File: config.mk
export PLATFORM = sky130hd
export DESIGN_NAME = octavo_io_port_endpoint
export DESIGN_NICKNAME = d
export VERILOG_FILES = /design/src/rtl/octavo_io_port_endpoint.sv
export SDC_FILE = /design/constraint.sdc
export NUM_CORES = 1
export LEC_CHECK = 0
export ABC_AREA = 1
export CAP_MARGIN = 30
export CORE_MARGIN = 4
export CORE_UTILIZATION = 38
export DETAILED_ROUTE_END_ITERATION = 8
export GPL_TIMING_DRIVEN = 0
export PLACE_DENSITY = 0.56
export RECOVER_POWER = 100
export SLEW_MARGIN = 20
export SYNTH_ARGS = -nofsm -noshare
export SYNTH_HDL_FRONTEND = slang
export SYNTH_HIERARCHICAL = 1
export SYNTH_SLANG_ARGS = --single-unit
File: constraint.sdc
create_clock -name clock -period 5.4 [get_ports clock]
set_clock_uncertainty 0.05 [all_clocks]
set_input_delay 0.54 -clock clock [delete_from_list [all_inputs] [get_ports clock]]
set_output_delay 0.54 -clock clock [all_outputs]
set_load 0.05 [all_outputs]
File: src/rtl/octavo_io_port_endpoint.sv
// External-side endpoint for one Octavo I/O port pair: an inbound FIFO feeding
// the core's read port and an outbound FIFO draining the core's write port.

module octavo_io_fifo #(
    parameter int unsigned WIDTH = 36,
    parameter int unsigned DEPTH = 4,
    parameter int unsigned AW    = 2
) (
    input  logic             clk,
    input  logic             rst_n,
    input  logic             push,
    input  logic             pop,
    input  logic [WIDTH-1:0] wdata,
    output logic [AW:0]      count,
    output logic [WIDTH-1:0] head,
    output logic             not_empty,
    output logic [AW:0]      count_next_c
);

    logic [WIDTH-1:0] mem [DEPTH];
    logic [AW-1:0]    wr_ptr;
    logic [AW-1:0]    rd_ptr;
    logic [AW-1:0]    wr_ptr_next;
    logic [AW-1:0]    rd_ptr_next;
    logic [WIDTH-1:0] head_next;

    // Next-state pointers/count; the head register is loaded with the entry
    // that will sit at rd_ptr after this edge, so show-ahead data is a flop.
    always_comb begin
        wr_ptr_next  = wr_ptr + AW'(push);
        rd_ptr_next  = rd_ptr + AW'(pop);
        count_next_c = count + (AW+1)'(push) - (AW+1)'(pop);
        head_next    = mem[rd_ptr_next];
        if (push && (wr_ptr == rd_ptr_next)) begin
            head_next = wdata;
        end
    end

    always_ff @(posedge clk or negedge rst_n) begin
        if (!rst_n) begin
            wr_ptr    <= '0;
            rd_ptr    <= '0;
            count     <= '0;
            head      <= '0;
            not_empty <= 1'b0;
        end else begin
            wr_ptr    <= wr_ptr_next;
            rd_ptr    <= rd_ptr_next;
            count     <= count_next_c;
            head      <= head_next;
            not_empty <= (count_next_c != '0);
        end
    end

    // Storage array carries no reset; only the head register is observable.
    always_ff @(posedge clk) begin
        if (push) begin
            mem[wr_ptr] <= wdata;
        end
    end

endmodule

module octavo_io_port_endpoint #(
    parameter int unsigned WORD_WIDTH  = 36,
    parameter int unsigned DEPTH       = 4,
    parameter int unsigned DEPTH_WIDTH = 2,
    parameter int unsigned WR_SLACK    = 0
) (
    input  logic                   clock,
    input  logic                   reset_n,
    input  logic                   in_valid,
    output logic                   in_ready,
    input  logic [WORD_WIDTH-1:0]  in_data,
    output logic                   io_read_EF,
    output logic [WORD_WIDTH-1:0]  io_read_data,
    input  logic                   io_rden,
    output logic                   io_write_EF,
    input  logic [WORD_WIDTH-1:0]  io_write_data,
    input  logic                   io_wren,
    output logic                   out_valid,
    input  logic                   out_ready,
    output logic [WORD_WIDTH-1:0]  out_data,
    output logic [DEPTH_WIDTH:0]   in_count,
    output logic [DEPTH_WIDTH:0]   out_count,
    output logic                   rd_underflow,
    output logic                   wr_overflow
);

    localparam int unsigned      CW         = DEPTH_WIDTH + 1;
    localparam logic [CW-1:0]    FULL_LEVEL = CW'(DEPTH);
    localparam logic [CW-1:0]    EF_LEVEL   = CW'(DEPTH - WR_SLACK);

    logic          in_push_c;
    logic          in_pop_c;
    logic          out_push_c;
    logic          out_pop_c;
    logic          out_full_c;
    logic [CW-1:0] in_count_next;
    logic [CW-1:0] out_count_next;

    // Handshake qualification; all terms come from registered state or inputs.
    always_comb begin
        in_push_c  = in_valid & in_ready;
        in_pop_c   = io_rden & io_read_EF;
        out_full_c = (out_count == FULL_LEVEL);
        out_push_c = io_wren & ~out_full_c;
        out_pop_c  = out_valid & out_ready;
    end

    octavo_io_fifo #(
        .WIDTH (WORD_WIDTH),
        .DEPTH (DEPTH),
        .AW    (DEPTH_WIDTH)
    ) u_in_fifo (
        .clk          (clock),
        .rst_n        (reset_n),
        .push         (in_push_c),
        .pop          (in_pop_c),
        .wdata        (in_data),
        .count        (in_count),
        .head         (io_read_data),
        .not_empty    (io_read_EF),
        .count_next_c (in_count_next)
    );

    octavo_io_fifo #(
        .WIDTH (WORD_WIDTH),
        .DEPTH (DEPTH),
        .AW    (DEPTH_WIDTH)
    ) u_out_fifo (
        .clk          (clock),
        .rst_n        (reset_n),
        .push         (out_push_c),
        .pop          (out_pop_c),
        .wdata        (io_write_data),
        .count        (out_count),
        .head         (out_data),
        .not_empty    (out_valid),
        .count_next_c (out_count_next)
    );

    // Ready/EF flags are precomputed from next counts; sticky error flags.
    always_ff @(posedge clock or negedge reset_n) begin
        if (!reset_n) begin
            in_ready     <= 1'b0;
            io_write_EF  <= 1'b0;
            rd_underflow <= 1'b0;
            wr_overflow  <= 1'b0;
        end else begin
            in_ready     <= (in_count_next != FULL_LEVEL);
            io_write_EF  <= (out_count_next >= EF_LEVEL);
            rd_underflow <= rd_underflow | (io_rden & ~io_read_EF);
            wr_overflow  <= wr_overflow | (io_wren & out_full_c);
        end
    end

endmodule

# Word level (Yosys, flattened, before mapping)
# Memory sizes are Yosys's and may differ from the RTL's. A register that Yosys moved wholly into a read port is not among the register bits.
# Cells that the tools add are included.
# word_totals
memories	2
mem_bits_rw	288
input_bits	78
regBits	20
word_cells	43
# memory_table
memory	depth	width	read_ports	rd_clocked_by_memory_dff	wr	line	rtl
u_in_fifo.mem	4	36	1	1	1	20	logic [WIDTH-1:0] mem [DEPTH];
u_out_fifo.mem	4	36	1	1	1	20	
# op_classes
muxes	4
order_cmp	1
eq_ne	2
reduce_logical	4
n_bitwise	10
add_sub_neg	8
# op_table
cell	n
adder 2 x 1 -> 2 bit	4
adder 3 x 1 -> 3 bit	2
AND 1 bit	6
nonzero test 3 bit	2
subtractor 3 x 1 -> 3 bit	2
2-to-1 mux 1 bit	4
equality test 3 bit (second input constant)	1
greater-or-equal comparator 3 bit (second input constant)	1
!= test 3 bit (second input constant)	1
zero test 1 bit	2
NOT 1 bit	2
OR 1 bit	2

# Depth between registers and ports, before layout
# depth
word_depth	6
mapped_depth	12
mapped_depth_nobuf	11

# Hierarchy
# The synthesis kept the hierarchy.
# modules_own_cells
mod	seq_area_each_um2	area_per_inst_um2	cells_each	instances
octavo_io_fifo	5425.2	7531.0	691	2
octavo_io_port_endpoint	100.1	171.4	20	1

# Worst setup path before layout
# Ideal clock, no wire load.
# synth_timing
path_kind	reg2reg
startpoint	register u_out_fifo.count[1]
endpoint	memory u_out_fifo.mem[2][0], enable pin
stages_incl_launch_ff	5
n_path_buf	0
t_arrival_ps	3797
path_slack_ps	1079
synth_period_minus_slack_ps	4321
path_cell_list	dfrtp_1 -> nor2_2 -> a21boi_1 -> inv_1 -> nor3_1
# synth_between
elab_chain_cells	5
# synth_rtl
item	line	rtl
start, declared	14	output logic [AW:0] count,
start signal, assigned	49	count <= count_next_c;
equality test 3 bit	106	out_full_c = (out_count == FULL_LEVEL);
NOT 1 bit	107	out_push_c = io_wren & ~out_full_c;
AND 1 bit	107	
net out_push_c	96	logic out_push_c;
2-to-1 mux 1 bit	57	if (push) begin
2-to-1 mux 1 bit (implied by the code)	58	mem[wr_ptr] <= wdata;
end, declared	20	
# The timed path passes the listed nets, and every way through them passes these cells.

# Worst setup path in the final report
# layout_timing
startpoint	input in_valid
endpoint	memory u_in_fifo.mem[1][22], enable pin
# layout_between
elab_chain_cells	3
# layout_rtl
item	line	rtl
start, declared	72	input logic in_valid,
AND 1 bit	104	in_push_c = in_valid & in_ready;
net in_push_c	94	logic in_push_c;
2-to-1 mux 1 bit	57	
2-to-1 mux 1 bit (implied by the code)	58	
end, declared	20	
# The timed path passes the listed nets, and every way through them passes these cells.

==> impl_metrics.py <==
metrics = {
    "status": {
        "status": "complete, but fails checks",
        "violations": "max-capacitance violations, max-slew violations",
    },
    "synthesis": {
        "synthTopCellsByArea": "edfxtp_1 (57%), nand2_1 (20%), dfrtp_1 (15%), nand3_1 (2.6%), buf_2 (1.2%)",
        "synthesis.area_mm2": 0.01523,
        "netlist.top_cell.by_area": "edfxtp_1",
        "synth.most_common_cell": "nand2_1",
        "synthCells": 1402,
        "synth_seq_cells": 380,
        "synth_common_cells": "nand2_1 (811), edfxtp_1 (288), dfrtp_1 (92)",
        "yosysSeqAreaShare_pct": 71.89,
        "yosys_warnings": 6,
        "yosysUniqueCellTypes": 25,
        "syn_nets": 1490,
        "synth_flop_cell": "edfxtp_1",
        "avgSynthCellArea_um2": 10.87,
        "synth_top_area_share_pct": 56.77,
        "synth_edf_count": 288,
        "async_flop_share_pct": 24.21,
    },
    "critical_path": {
        "path_cells": "dlygate4sd3_1 > nand2_1 > inv_1 > nand2_1 > nor2_1 > clkbuf_1",
        "path_delay_family": "buffers and inverters",
        "crit_path_max_fanout": 19,
        "worstPathArrival_ns": 3.85,
        "cp_common_cell": "nand2_1",
        "cp.required_ns": 5.50,
        "path_buf_inv": 3,
        "critPathMaxStageDelay_ns": 1.35,
        "cp-end-kind": "register",
        "timing.rr.start": "u_out_fifo/count[1]",
        "cp-start-kind": "primary input",
        "startpoint": "in_valid",
        "slowest_stage": "nor2_1",
        "critPathKind": "in -> reg",
    },
    "global_route": {
        "overflow": 0,
        "grt_antenna_before_repair": 6,
        "grt_first_pass_wirelength_um": 56970,
        "grt_max_degree": 49,
        "track_usage_pct": 16.69,
        "grt_pass1_vias": 10060,
    },
    "clocking": {
        "clock-sinks": 380,
        "clock_tree.buffer_depth": 3,
        "tritoncts": "done",
        "cts.reportedPaths.clkPinSlew_ns": 0.06,
        "cts_resized": 0,
        "root_buffer": "clkbuf_16",
        "htreeDepth": 2,
        "clk_latency_ns": 0.56,
        "numCtsBuffers": 41,
    },
    "sta": {
        "timing.final.crit_period_ns": 3.744,
        "fmax_ghz": 0.2671,
        "rsz0062_at_grt": "false",
        "worst_slew_pin_slew_ns": 2.731,
        "setup_viol": 0,
        "setup_tns_ns": 0,
        "final_hold_viol_count": 0,
        "slew_violations": 100,
        "fin_crit_sh_pct": 69.33,
        "max_slew_margin_pct": -82.06,
    },
    "route": {
        "vias": 10190,
        "avgRoutedWirePerCell_um": 16.54,
        "drtIter0Drc": 608,
        "detail-route-antenna-nets": 0,
        "first_pass_iters": 5,
        "avgViaCountPerCell": 4.644,
        "wl_um": 36280,
        "drc": 0,
    },
    "finish": {
        "finalInstanceArea_mm2": 0.01894,
        "area_growth_pct": 24.34,
        "drive_above_1_share_pct": 7.027,
        "fillers": 3603,
        "nets": 1721,
    },
    "floorplanning": {
        "rows": 73,
        "die_x_um": 208.2,
        "fp.dieH_um": 208.2,
        "dieArea_mm2": 0.04336,
        "coreArea_mm2": 0.03964,
        "initial_core_util_pct": 38.43,
        "ios": 162,
    },
    "pwr": {
        "peakVddDrop_uv": 392.6,
        "power.density_mw_per_mm2": 673.6,
        "total_leakage_power_nw": 8.227,
    },
    "min_path": {
        "hold_class": "reg -> reg",
        "worstHoldStart": "wr_overflow",
    },
    "place": {
        "place.port_buffers": 161,
        "gp_congestion": 0.7538,
        "placed_area_mm2": 0.01788,
        "dp_hpwl_um": 24180,
    },
    "run": {
        "cap_violations": 4,
    },
}
[layer usage]
metal,vias to the layer above,wire [um],track usage (%)
met5,-,34,0
met4,6,754,4.779
met3,58,2131,3.709
met2,264,17780,28.02
met1,4829,15580,21.95
li1,5028,-,-
[state kept, by name (all words and copies together) (netlist names), 2 cells and up]
signal	count
u_in_fifo/count	3
u_in_fifo/head	36
u_in_fifo/mem	144
u_in_fifo/rd_ptr	2
u_in_fifo/wr_ptr	2
u_out_fifo/count	3
u_out_fifo/head	36
u_out_fifo/mem	144
u_out_fifo/rd_ptr	2
u_out_fifo/wr_ptr	2
[timing repair]
action / 4_1_cts / 5_1_grt
setup buffers: 0 / 0
hold endpoints to repair: 44 / 0
hold buffers: 1 / 0
endpoints found under the setup margin: 0 / 0
[power breakdown]
part | internal, mW | switching [mW] | total [mW]
logic | 1.60 | 4.18 | 5.78
clock network | 1.66 | 1.11 | 2.77
registers | 4.00 | 0.214 | 4.21
total | 7.25 | 5.51 | 12.8
[worst reg2reg max path: stages, from the launching register on]
cell and delay [ns]:
dfrtp_1 0.40, nor2_1 0.08, a21boi_0 0.91, inv_1 0.17
nor3_1 0.80, clkbuf_1 0.49, clkbuf_1 0.47
[cell families after synthesis]
group	share of synthesized area (%)
buffers and inverters	2.957
xor gates and xnor gates	0.2300
DFF	71.88
adders and majority gates	0.9200
and+or+nand+nor	23.58
AOI/OAI and AO/OA	0.4272
[cell usage in the layout (no fill, tap or decap), types with 5 or more instances in the layout]
master	synthesis	final
nand2_1	811	813
inv_1	23	25
clkinv_2	0	5
nor2_1	7	10
dlygate4sd3_1	0	159
ha_1	8	8
nand3_1	79	79
edfxtp_1	288	288
dfrtp_1	92	92
buf_2	36	34
clkbuf_1	13	52
clkbuf_16	0	41
clkbuf_8	0	5
buf_4	6	6
clkinv_1	0	8
[final timing paths]
path | slack (ns) | depth (start not counted) | end
setup reg to reg | 1.68 | 6 | u_out_fifo/mem[2][22]
min in group asynchronous | 1.35 | 2 | in_ready
hold / removal | 0.41 | 2 | wr_overflow
max in group asynchronous | 2.37 | 2 | u_out_fifo/head[34]
hold reg to reg | 0.41 | 2 | wr_overflow
setup / recovery | 1.66 | 6 | u_in_fifo/mem[1][22]
[area by class of cell]
type                    count  area, um2  area share [%]
flip-flops and latches    380      10950           57.81
multi-input cells         932       3782           19.97
repair buffers            188       1812           9.565
clock buffers              55       1129           5.958
well taps                 525      656.9           3.468
plain buffers              61      294.0           1.552
clock inverters            20      201.4           1.063
inverters                  29      108.9          0.5747
diodes                      3      7.507         0.03963
[metrics by stage]
step | setup WS, ns | utilization [%] | std cells | hold WS (ns) | total power [mW]
final | 1.656 | 47.78 | 2193 | 0.4116 | 12.76
after global placement | -1.666 | 44.15 | 2088 | 0.4020 | 10.28
after global routing | 1.314 | 47.77 | 2191 | 0.4545 | 13.66
after floorplan | 1.079 | - | 1402 | 0.1944 | 8.308
after detailed placement | 2.126 | 45.11 | 2114 | 0.4070 | 10.43
after CTS | 2.708 | 48.49 | 2190 | 0.4220 | 13.26
(Power assumes the default switching activity.)
